===== src/rtl/frame_buffer_arbiter_pkg.sv =====
// Shared types and geometry for the frame-buffer arbiter slice.
// Imported by the interface and the top-level arbiter.
package frame_buffer_pkg;

  localparam int H_ACTIVE = 640;
  localparam int V_ACTIVE = 400;
  localparam int FRAME_PIXELS_640X400 = H_ACTIVE * V_ACTIVE;
  localparam int PIXEL_W_DEF = 4;

  typedef enum logic {
    RUN,
    SWAP_WAIT
  } swap_st_t;

  typedef enum logic [1:0] {
    SEL_READ,
    SEL_FIFO,
    SEL_CLEAR,
    SEL_IDLE
  } ram_sel_t;

endpackage


===== src/rtl/frame_buffer_arbiter_if.sv =====
// Host pixel-write handshake bundle.
// master = host pixel writer, slave = arbiter.
interface frame_buffer_arbiter_if
  import frame_buffer_pkg::*;
#(
  parameter int ADDR_W  = 18,
  parameter int PIXEL_W = PIXEL_W_DEF
);

  logic               wr_valid;
  logic               wr_ready;
  logic [ADDR_W-1:0]  wr_addr;
  logic [PIXEL_W-1:0] wr_data;

  modport master (
    output wr_valid,
    output wr_addr,
    output wr_data,
    input  wr_ready
  );

  modport slave (
    input  wr_valid,
    input  wr_addr,
    input  wr_data,
    output wr_ready
  );

endinterface


===== src/rtl/frame_buffer_arbiter_fifo.sv =====
// Synchronous write FIFO for buffered host pixel writes.
// Pointers carry one extra wrap bit to tell full from empty.
module fb_write_fifo #(
  parameter int DEPTH = 16,
  parameter int WIDTH = 22
) (
  input  logic             clk,
  input  logic             reset_n,
  input  logic             push,
  input  logic             pop,
  input  logic [WIDTH-1:0] din,
  output logic             full,
  output logic             empty,
  output logic [WIDTH-1:0] head
);

  localparam int AW = $clog2(DEPTH);

  logic [AW:0]      wr_ptr;
  logic [AW:0]      rd_ptr;
  logic [WIDTH-1:0] mem [DEPTH];
  logic             do_push;
  logic             do_pop;

  assign empty = (wr_ptr == rd_ptr);
  assign full  = (wr_ptr[AW] != rd_ptr[AW]) &&
                 (wr_ptr[AW-1:0] == rd_ptr[AW-1:0]);
  assign head  = mem[rd_ptr[AW-1:0]];

  assign do_push = push && !full;
  assign do_pop  = pop && !empty;

  always_ff @(posedge clk or negedge reset_n) begin
    if (!reset_n) begin
      wr_ptr <= '0;
      rd_ptr <= '0;
    end else begin
      if (do_push) wr_ptr <= wr_ptr + 1'b1;
      if (do_pop)  rd_ptr <= rd_ptr + 1'b1;
    end
  end

  always_ff @(posedge clk) begin
    if (do_push) mem[wr_ptr[AW-1:0]] <= din;
  end

endmodule


===== src/rtl/frame_buffer_arbiter.sv =====
// Single-port frame-buffer arbiter: display reads, buffered host writes,
// frame-aligned bank swap; optional back-bank clear via FRAME_BUFFER_CLEAR_EN.
module frame_buffer_arbiter
  import frame_buffer_pkg::*;
#(
  parameter int ADDR_W       = 18,
  parameter int PIXEL_W      = PIXEL_W_DEF,
  parameter int FIFO_DEPTH   = 16,
  parameter int FRAME_PIXELS = FRAME_PIXELS_640X400,
  parameter int CLEAR_COLOR  = 0
) (
  input  logic               clk,
  input  logic               reset_n,
  frame_buffer_arbiter_if.slave wr,
  input  logic               swap_req,
  output logic               swap_pending,
  output logic               front_bank,
  input  logic               clear_req,
  output logic               clear_busy,
  input  logic               disp_frame_start,
  input  logic               disp_rd_en,
  input  logic [ADDR_W-1:0]  disp_rd_addr,
  output logic [PIXEL_W-1:0] disp_color,
  output logic               disp_color_valid,
  output logic [ADDR_W:0]    ram_addr,
  output logic               ram_we,
  output logic [PIXEL_W-1:0] ram_wdata,
  input  logic [PIXEL_W-1:0] ram_rdata
);

  localparam int FW = ADDR_W + PIXEL_W;

  swap_st_t           state;
  ram_sel_t           sel;
  logic               live;
  logic               full;
  logic               empty;
  logic               push;
  logic               pop;
  logic [FW-1:0]      head;
  logic               rd_q1;
  logic               rd_q2;
  logic               clr_active;
  logic [ADDR_W-1:0]  clr_cnt;
  logic [PIXEL_W-1:0] clr_data;

  // live keeps wr_ready low while reset is asserted
  assign wr.wr_ready = live && !full && !swap_pending && !clear_busy;
  assign push = wr.wr_valid && wr.wr_ready;
  assign pop  = (sel == SEL_FIFO);

  fb_write_fifo #(
    .DEPTH (FIFO_DEPTH),
    .WIDTH (FW)
  ) u_fifo (
    .clk     (clk),
    .reset_n (reset_n),
    .push    (push),
    .pop     (pop),
    .din     ({wr.wr_addr, wr.wr_data}),
    .full    (full),
    .empty   (empty),
    .head    (head)
  );

  always_comb begin
    sel = SEL_IDLE;
    unique case (1'b1)
      disp_rd_en:                          sel = SEL_READ;
      (!disp_rd_en && !empty):             sel = SEL_FIFO;
      (!disp_rd_en && empty && clr_active): sel = SEL_CLEAR;
      default:                             sel = SEL_IDLE;
    endcase
  end

  always_ff @(posedge clk or negedge reset_n) begin
    if (!reset_n) begin
      ram_addr  <= '0;
      ram_we    <= 1'b0;
      ram_wdata <= '0;
    end else begin
      unique case (sel)
        SEL_READ: begin
          ram_addr <= {front_bank, disp_rd_addr};
          ram_we   <= 1'b0;
        end
        SEL_FIFO: begin
          ram_addr  <= {~front_bank, head[FW-1 -: ADDR_W]};
          ram_we    <= 1'b1;
          ram_wdata <= head[PIXEL_W-1:0];
        end
        SEL_CLEAR: begin
          ram_addr  <= {~front_bank, clr_cnt};
          ram_we    <= 1'b1;
          ram_wdata <= clr_data;
        end
        default: ram_we <= 1'b0;
      endcase
    end
  end

  always_ff @(posedge clk or negedge reset_n) begin
    if (!reset_n) begin
      rd_q1            <= 1'b0;
      rd_q2            <= 1'b0;
      disp_color_valid <= 1'b0;
      disp_color       <= '0;
    end else begin
      rd_q1            <= disp_rd_en;
      rd_q2            <= rd_q1;
      disp_color_valid <= rd_q2;
      if (rd_q2) disp_color <= ram_rdata;
    end
  end

  // a write still in the RAM register stage also blocks the swap
  always_ff @(posedge clk or negedge reset_n) begin
    if (!reset_n) begin
      state        <= RUN;
      swap_pending <= 1'b0;
      front_bank   <= 1'b0;
      live         <= 1'b0;
    end else begin
      live <= 1'b1;
      unique case (state)
        RUN: begin
          if (swap_req && !clear_busy) begin
            state        <= SWAP_WAIT;
            swap_pending <= 1'b1;
          end
        end
        SWAP_WAIT: begin
          if (disp_frame_start && empty && !ram_we) begin
            state        <= RUN;
            swap_pending <= 1'b0;
            front_bank   <= ~front_bank;
          end
        end
        default: state <= RUN;
      endcase
    end
  end

`ifdef FRAME_BUFFER_CLEAR_EN
  localparam logic [ADDR_W-1:0] CLR_LAST = ADDR_W'(FRAME_PIXELS - 1);

  logic clr_go;

  // a same-cycle swap_req wins over clear_req
  assign clr_go = clear_req && !clear_busy && empty &&
                  (state == RUN) && !swap_req;
  assign clr_active = clear_busy;
  assign clr_data   = PIXEL_W'(CLEAR_COLOR);

  always_ff @(posedge clk or negedge reset_n) begin
    if (!reset_n) begin
      clear_busy <= 1'b0;
      clr_cnt    <= '0;
    end else if (clr_go) begin
      clear_busy <= 1'b1;
      clr_cnt    <= '0;
    end else if (sel == SEL_CLEAR) begin
      if (clr_cnt == CLR_LAST) clear_busy <= 1'b0;
      else                     clr_cnt    <= clr_cnt + 1'b1;
    end
  end
`else
  logic unused_clear;

  assign clear_busy = 1'b0;
  assign clr_active = 1'b0;
  assign clr_cnt    = '0;
  assign clr_data   = '0;
  assign unused_clear = clear_req ^ (^ADDR_W'(FRAME_PIXELS)) ^
                        (^PIXEL_W'(CLEAR_COLOR));
`endif

endmodule


===== src/flat_wrapper.sv =====
// flat-port wrapper written by rule: the top's interface ports become plain ports
module frame_buffer_arbiter_flat import frame_buffer_pkg::*;
#(
  parameter int ADDR_W       = 18,
  parameter int PIXEL_W      = PIXEL_W_DEF,
  parameter int FIFO_DEPTH   = 16,
  parameter int FRAME_PIXELS = FRAME_PIXELS_640X400,
  parameter int CLEAR_COLOR  = 0
)
  (clk, reset_n, swap_req, swap_pending, front_bank, clear_req, clear_busy, disp_frame_start, disp_rd_en, disp_rd_addr, disp_color, disp_color_valid, ram_addr, ram_we, ram_wdata, ram_rdata, wr_wr_valid, wr_wr_addr, wr_wr_data, wr_wr_ready);
  frame_buffer_arbiter_if #(.ADDR_W(ADDR_W), .PIXEL_W(PIXEL_W)) wr_i ();
  input  logic clk;
  input  logic reset_n;
  input  logic swap_req;
  output logic swap_pending;
  output logic front_bank;
  input  logic clear_req;
  output logic clear_busy;
  input  logic disp_frame_start;
  input  logic disp_rd_en;
  input  logic [ADDR_W-1:0] disp_rd_addr;
  output logic [PIXEL_W-1:0] disp_color;
  output logic disp_color_valid;
  output logic [ADDR_W:0] ram_addr;
  output logic ram_we;
  output logic [PIXEL_W-1:0] ram_wdata;
  input  logic [PIXEL_W-1:0] ram_rdata;
  input wire logic [$bits(wr_i.wr_valid)-1:0] wr_wr_valid;
  input wire logic [$bits(wr_i.wr_addr)-1:0] wr_wr_addr;
  input wire logic [$bits(wr_i.wr_data)-1:0] wr_wr_data;
  output wire logic [$bits(wr_i.wr_ready)-1:0] wr_wr_ready;
  assign wr_i.wr_valid = wr_wr_valid;
  assign wr_i.wr_addr = wr_wr_addr;
  assign wr_i.wr_data = wr_wr_data;
  assign wr_wr_ready = wr_i.wr_ready;
  frame_buffer_arbiter #(.ADDR_W(ADDR_W), .PIXEL_W(PIXEL_W), .FIFO_DEPTH(FIFO_DEPTH), .FRAME_PIXELS(FRAME_PIXELS), .CLEAR_COLOR(CLEAR_COLOR)) u_core (.clk(clk), .reset_n(reset_n), .wr(wr_i), .swap_req(swap_req), .swap_pending(swap_pending), .front_bank(front_bank), .clear_req(clear_req), .clear_busy(clear_busy), .disp_frame_start(disp_frame_start), .disp_rd_en(disp_rd_en), .disp_rd_addr(disp_rd_addr), .disp_color(disp_color), .disp_color_valid(disp_color_valid), .ram_addr(ram_addr), .ram_we(ram_we), .ram_wdata(ram_wdata), .ram_rdata(ram_rdata));
endmodule

===== config.mk =====
export PLATFORM = sky130hd
export DESIGN_NAME = frame_buffer_arbiter_flat
export DESIGN_NICKNAME = d
export VERILOG_FILES = /design/src/rtl/frame_buffer_arbiter_pkg.sv /design/src/rtl/frame_buffer_arbiter_if.sv /design/src/rtl/frame_buffer_arbiter_fifo.sv /design/src/rtl/frame_buffer_arbiter.sv /design/src/flat_wrapper.sv
export SDC_FILE = /design/constraint.sdc
export NUM_CORES = 1
export LEC_CHECK = 0
export CAP_MARGIN = 20
export CELL_PAD_IN_SITES_DETAIL_PLACEMENT = 0
export CELL_PAD_IN_SITES_GLOBAL_PLACEMENT = 1
export CORE_ASPECT_RATIO = 0.5
export CORE_MARGIN = 1
export CORE_UTILIZATION = 52
export DETAILED_ROUTE_END_ITERATION = 16
export GPL_ROUTABILITY_DRIVEN = 1
export PLACE_DENSITY = 0.8
export SYNTH_ARGS = -nofsm -noshare
export SYNTH_HDL_FRONTEND = slang
export SYNTH_SLANG_ARGS = --single-unit

===== constraint.sdc =====
create_clock -name clk -period 3.53 [get_ports clk]
set_input_delay 0.706 -clock clk [delete_from_list [all_inputs] [get_ports clk]]
set_output_delay 0.706 -clock clk [all_outputs]
set_load 0.005 [all_outputs]

; ---- After elaboration in Yosys (flattened, before gate mapping)
; Memories as Yosys holds them, arrays and structs flattened.
; Cells that the tools add are included.
[totals]
ff_bits = 45
mem_bits_rw = 352
inputBits = 51
out_inout_bits = 33
word_cells = 57
memories = 1
[op_classes]
n_addsub = 2
eq_ne = 7
n_mux = 12
bitwise = 2
reduce_logical = 20
[mem_list]
columns = name, depth, width, rd, rd_clocked_by_memory_dff, write_ports, line
row1 = u_core.u_fifo.mem, 16, 22, 1, 0, 1, frame_buffer_arbiter_fifo.sv:21  ; logic [WIDTH-1:0] mem [DEPTH];
[op_table]
columns = op, count
row1 = case mux 19 bit (3 select lines), 1
row2 = "adder 5 x 1 -> 5 bit, second input constant", 2
row3 = logical AND 1 bit, 9
row4 = case mux 4 bit (2 select lines), 1
row5 = 2-to-1 mux 1 bit, 7
row6 = == test 5 bit, 1
row7 = zero test 1 bit, 5
row8 = == test 4 bit, 1
row9 = "!= test 2 bit, second input constant", 2
row10 = case mux 1 bit (2 select lines), 2
row11 = case mux 2 bit (2 select lines), 1
row12 = AND reduction 2 bit, 2
row13 = nonzero test 3 bit, 1
row14 = "== test 2 x 1 -> 1 bit, second input constant", 1
row15 = "== test 2 bit, second input constant", 1
row16 = zero test 2 bit, 1
row17 = inverter 1 bit, 2
row18 = nonzero test 2 bit, 1
row19 = OR reduction 2 bit, 1
row20 = != test 1 bit, 1

; ---- Longest topological paths before layout
[logic_depth]
word_depth = 9
mapped_depth = 7
mapped_depth_nobuf = 4

; ---- By module
; A second synthesis with hierarchy kept.
[unflattened]
cells_unflattened = 739
hier_area_um2 = 15341.0
[by_module_without_submodules]
columns = module, instances, cells_each, area_per_inst_um2, seq_area_each_um2
row1 = fb_write_fifo, 1, 621, 13894.6, 10820.4
row2 = frame_buffer_arbiter, 1, 118, 1446.4, 875.8

; ---- Least setup slack after synthesis
; Ideal clock, no wire load.
[synth_path]
path_type = register to register
start = reg u_core.u_fifo.rd_ptr[4]
end = mem u_core.u_fifo.mem[3][0], enable pin
setup_time_ns = 0.429
arrival_time_ns = 2.592
t_required_ns = 3.101
slack_ns = 0.509
stages_incl_launch_ff = 4
path_buffers = 0
period_less_slack_ns = 3.021
cell_sequence = dfrtp_1 -> xnor2_2 -> o2111ai_1 -> nor3_1
[synth_between]
elab_chain_cells = 9
[synth_rtl]
columns = item, line
row1 = start: declaration, frame_buffer_arbiter_fifo.sv:20  ; logic [AW:0] rd_ptr;
row2 = start signal: assignment, frame_buffer_arbiter_fifo.sv:39  ; if (do_pop) rd_ptr <= rd_ptr + 1'b1;
row3 = != test 1 bit (*), frame_buffer_arbiter_fifo.sv:26  ; assign full = (wr_ptr[AW] != rd_ptr[AW]) &&
row4 = logical AND 1 bit (*), frame_buffer_arbiter_fifo.sv:26
row5 = zero test 1 bit (*), "frame_buffer_arbiter_fifo.sv:30, frame_buffer_arbiter.sv:48"
row6 = logical AND 1 bit (2 in series), frame_buffer_arbiter.sv:48  ; assign wr.wr_ready = live && !full && !swap_pending && !clear_busy;
row7 = logical AND 1 bit, frame_buffer_arbiter.sv:49  ; assign push = wr.wr_valid && wr.wr_ready;
row8 = logical AND 1 bit (*), frame_buffer_arbiter_fifo.sv:30  ; assign do_push = push && !full;
row9 = 2-to-1 mux 1 bit (*), frame_buffer_arbiter_fifo.sv:44  ; if (do_push) mem[wr_ptr[AW-1:0]] <= din;
row10 = 2-to-1 mux 1 bit (implied by the code) (*), frame_buffer_arbiter_fifo.sv:44
row11 = end: declaration, frame_buffer_arbiter_fifo.sv:21
; Every way passes the cells marked *; elsewhere a longest branch is shown, timed or not.

; ---- Worst setup path after layout
[layout_path]
start = reg u_core.u_fifo.rd_ptr[0]
end = out wr_wr_ready
[layout_between]
elab_chain_cells = 5
[layout_rtl]
columns = item, line
row1 = == test 4 bit, frame_buffer_arbiter_fifo.sv:27  ; (wr_ptr[AW-1:0] == rd_ptr[AW-1:0]);
row2 = logical AND 1 bit, frame_buffer_arbiter_fifo.sv:26
row3 = zero test 1 bit, frame_buffer_arbiter.sv:48
row4 = logical AND 1 bit (2 in series), frame_buffer_arbiter.sv:48
row5 = end: declaration, flat_wrapper.sv:31  ; output wire logic [$bits(wr_i.wr_ready)-1:0] wr_wr_ready;
; Every way passes these cells.

==> results summary <==
The number of endpoints with negative hold slack in the final report is 0. The number of nets at the end of the flow came out at 901. The number of buffers inserted during clock tree synthesis came out at 36. After layout, the minimum clock period comes to 3150 ps. The total number of vias is 7,760. The synthesis warning total came out at 0. Among all flip-flop cells after synthesis, the most frequent one is sky130_fd_sc_hd__edfxtp_1.

The actual transition at the worst max-transition pin is 1010 ps. The first TritonRoute pass finished after 7 iterations. In this run the clock root is driven by a sky130_fd_sc_hd__clkbuf_16. Net switching is 29.2% of the power. The final worst slack is 384 ps. The number of max-cap violations came out at 0. The period utilization came out at just under 90%. Setup violations remaining at the end of the flow were counted as 0.

Synthesis produced 737 cells. After detailed routing, the average wire length per cell comes to 27.1 um. The portion of the post-synthesis area used by sequential elements came out at 75.9%. The number of I/O port buffers came out at 81.

Combinational cells account for 29.0% of the total power. The most repeated cell in the gate-level netlist after synthesis is sky130_fd_sc_hd__edfxtp_1. The multi-input combinational cell area is ~3500 um2. The die covers 30,400 um2. The worst supply voltage drop on vdd came out at 0.525 mV. The critical path is of the reg2out type. In this run the remaining antenna-violating nets after routing total 0.

The HPWL reported at the end of detailed placement is 19,700 um. The number of levels the H-tree was split into came out at 2. In this run the power density over the cells is approximately 740 nW/um2. The post-synthesis net count is approximately 790. Measured in cells, the most critical reg-to-reg path has a length of 6.

Compared with the post-synthesis result, the final layout area differs by 16.9%. The synthesized area divided by synthesized cell count came out at ~21 um2. The first routing iteration left 853 violations. The maximum number of pins on one net before global-route repair came out at slightly above 90. The wire length of the first global-routing pass came out at 50,000 um.

The DRC violations left came out at 0. The leakage power came out at slightly below 0.006 uW. In this run the worst setup path begins at u_core.u_fifo.rd_ptr[0]$_DFFE_PN0P_.

Setup repair after global routing left no endpoint under its margin. Hold is met by 349 ps. After global routing the overflow that remains totals 0. The critical path buffer and inverter count is 1. The depth of the critical timing path with buffers and inverters included came out at 4.

The instance area after placement is 16,900 um2. The fraction of synthesis flops using an asynchronous set or reset pin is between 10% and 20%. The number of distinct library cell variants in the gate-level netlist after synthesis is 41.

In this run the count of I/O pins placed on the die edge is 84. In this run the power spent charging and discharging nets is 3870 uW. Yosys mapped a number of flops with a built-in enable equal to 352. The post-CTS setup repair buffer count came out at 0. The number of buffers inserted by hold repair at cts came out at 0. After clock tree synthesis, the clock-pin slew on the worst setup and hold paths is 70 ps. The starting density of the core came out at 53.0%. The kind of launch point of the worst setup path is a flop. The final weighted congestion in routability-driven placement is about 0.75. In the final timing run, aggregate negative setup slack is 0 ps. The via count of the first global-routing pass came out at 7,691.

Across all register-to-register paths, the minimum setup slack is 900 ps. After filler insertion, the fill cell instance count of the layout stands at 1,972. The flow ran to the end, and the final reports show no timing, DRC or antenna violations. Internal power comes to roughly 9400 uW. Across the routed clock network, the largest skew measured is 9.91 ps.

After detailed routing, the total wire length is 34,200 um. The largest single stage delay on the critical path is 630 ps. The core box area is 29,100 um2. The number of rows created at floorplan is 44. The worst pin sits at a relative slew slack of about 33%.

The initial antenna violation count came out at 1. The max-slew violation count came to 0. The min-delay analysis places its worst path in the category in2async.

The die extent in x came out at 245 um. The later pin in the worst-skew pair is clocked with a latency of 520 ps. The number of gates resized after CTS was 0. The worst setup path is captured at an output pin. The endpoint identified for the worst register-to-register timing path is u_core.u_fifo.mem[7][10]$_DFFE_PP_. The total routing usage reported by global routing is 23.3%. The height of the die came out at 124 um. The synthesized cell area is ~15,000 um2.

The kind of cell adding the most delay to the critical path is flip-flops. The post-place setup slack came out at between 700 and 800 ps. The data required time of the worst path is approximately 2800 ps.

Along the worst path, the maximum fanout reaches 15. The sequential share of power came out at 42.7%. For this design, the slowest cell found on the critical path is sky130_fd_sc_hd__dfrtp_4. Based on the critical path, the design can be clocked at up to 318 MHz. The clock tree buffer depth came out at 3. The final design area excluding fillers came out at 18,000 um2. The post-route non-filler standard cell count came out at 1,263. The worst register-to-register path begins at u_core.u_fifo.rd_ptr[0]$_DFFE_PN0P_. The synthesized design spends more area on one cell type than any other, namely sky130_fd_sc_hd__edfxtp_1. After synthesis the netlist holds a flip-flop and latch count of 397. Across the whole layout, storage elements account for roughly 12,000 um2. The clock net sink count is 397. Following the worst setup path forward leads to its endpoint at wr_wr_ready. STA puts the critical path data arrival time at between 2000 and 2500 ps. In this run, placement finished with an instance count of between 1,000 and 1,500. Using the TritonRoute via totals, the vias-per-cell ratio works out to 6.14. Sorting the synthesized cells by area gives the leading types as sky130_fd_sc_hd__edfxtp_1 69%, sky130_fd_sc_hd__mux4_2 13%, sky130_fd_sc_hd__dfrtp_1 7.3%, sky130_fd_sc_hd__a22o_1 2.0%, sky130_fd_sc_hd__nor2b_1 1.1%.

Walking the worst path, the cells encountered are xnor2_1 -> and4_1 -> a21oi_1 -> clkdlybuf4s50_1. TritonCTS built the clock tree. The proportion of power drawn by the clock network came out at 28.4%. The area share of the leading cell type in the synthesized netlist came out at 68.6%. The share of final-layout standard cells stronger than drive strength 1 came out at 22.6%. The commonest cells after synthesis are 352 x sky130_fd_sc_hd__edfxtp_1, 88 x sky130_fd_sc_hd__mux4_2, 45 x sky130_fd_sc_hd__dfrtp_1, 36 x sky130_fd_sc_hd__a22o_1, 27 x sky130_fd_sc_hd__clkbuf_1.
worst reg2reg max path, delay by kind of cell (launching register included):
kind	cells	cell delay, ps
and+or+nand+nor	2	560
xor gates and xnor gates	1	210
AOI/OAI and AO/OA	1	280
buffers and inverters	2	640
DFF	1	630
flip-flops by register name, indices dropped and copies added (netlist names):
signal and count:
u_core.u_fifo.rd_ptr 5, u_core.live 1, u_core.swap_pending 1, u_core.u_fifo.wr_ptr 5, u_core.u_fifo.mem 352, u_core.ram_addr 19
u_core.ram_we 1, u_core.disp_color 4, u_core.front_bank 1, u_core.state 1, u_core.rd_q1 1, u_core.rd_q2 1
u_core.ram_wdata 4, u_core.disp_color_valid 1
power by group through the flow:
stage	Sequential, uW	Clock, uW	Combinational, uW
global route	5710	4000	4110
detailed placement	5770	0	3840
global placement	5750	0	3790
floorplan	5640	0	2600
finish	5670	3770	3850
CTS	5670	3820	3860
cell families (layout without fill, tap and decap cells):
| group | Yosys count | count (layout) | share of synthesized area, % |
|---|---|---|---|
| adders and majority gates | 5 | 5 | 0.406 |
| xor gates and xnor gates | 15 | 15 | 0.902 |
| muxes | 98 | 98 | 13.6 |
| buffers and inverters | 50 | 184 | 1.66 |
| DFF | 397 | 397 | 75.9 |
| AOI/OAI and AO/OA | 112 | 112 | 5.23 |
| and+or+nand+nor | 58 | 58 | 2.23 |
| other | 2 | 3 | 0.0488 |
worst min-delay path by stage:
stage	endpoint	start	slack, ps	cells after the start
6_report	u_core.ram_addr[1]$_DFFE_PN0P_	reset_n	350	1
5_1_grt	u_core.rd_q2$_DFF_PN0_	u_core.rd_q1$_DFF_PN0_	380	0
4_1_cts	u_core.rd_q2$_DFF_PN0_	u_core.rd_q1$_DFF_PN0_	350	0
3_5_place_dp	u_core.rd_q2$_DFF_PN0_	u_core.rd_q1$_DFF_PN0_	340	0
3_3_place_gp	u_core.rd_q2$_DFF_PN0_	u_core.rd_q1$_DFF_PN0_	330	0
2_1_floorplan	u_core.rd_q2$_DFF_PN0_	u_core.rd_q1$_DFF_PN0_	330	0
layer usage:
layer  global-route usage (%)  routed length [um]  share of wire [%]
met3                     5.02                2870                8.4
met1                     34.3               15100                 44
met5                        0                   0                  0
met2                     36.2               15800                 46
met4                     5.05                 480                1.4
area by class of cell:
class                   count  area share [%]
inverters                   3          0.0625
diodes                      1          0.0139
clock inverters            12           0.472
repair buffers            117            6.60
clock buffers              52            5.79
flip-flops and latches    397            65.0
well taps                 391            2.72
multi-input cells         290            19.4
cells in the final DEF (no fill, tap or decap), types with 3 or more instances in the layout:
cell type / n
sky130_fd_sc_hd__edfxtp_1: 352
sky130_fd_sc_hd__mux4_2: 88
sky130_fd_sc_hd__clkdlybuf4s50_1: 80
sky130_fd_sc_hd__dfrtp_1: 43
sky130_fd_sc_hd__clkbuf_16: 37
sky130_fd_sc_hd__a22o_1: 36
sky130_fd_sc_hd__buf_4: 27
sky130_fd_sc_hd__nor2b_1: 23
sky130_fd_sc_hd__a21oi_1: 20
sky130_fd_sc_hd__o22ai_1: 18
sky130_fd_sc_hd__a31oi_1: 18
sky130_fd_sc_hd__and3_1: 16
sky130_fd_sc_hd__xnor2_1: 10
sky130_fd_sc_hd__mux2_2: 9
sky130_fd_sc_hd__clkbuf_1: 9
sky130_fd_sc_hd__buf_12: 9
sky130_fd_sc_hd__a22oi_1: 8
sky130_fd_sc_hd__clkinv_2: 7
sky130_fd_sc_hd__clkbuf_8: 6
sky130_fd_sc_hd__nand2_1: 5
sky130_fd_sc_hd__ha_1: 5
sky130_fd_sc_hd__inv_1: 3
sky130_fd_sc_hd__xor2_1: 3
sky130_fd_sc_hd__clkinv_1: 3
stage by stage:
step | total power [uW] | utilization [%]
after global placement | 9540 | 58.1
after floorplan | 8230 | -
after global routing | 13800 | 62.0
final | 13300 | 62.0
after CTS | 13300 | 62.0
after detailed placement | 9610 | 58.1
No activity file was read; power rests on OpenSTA's default activity.
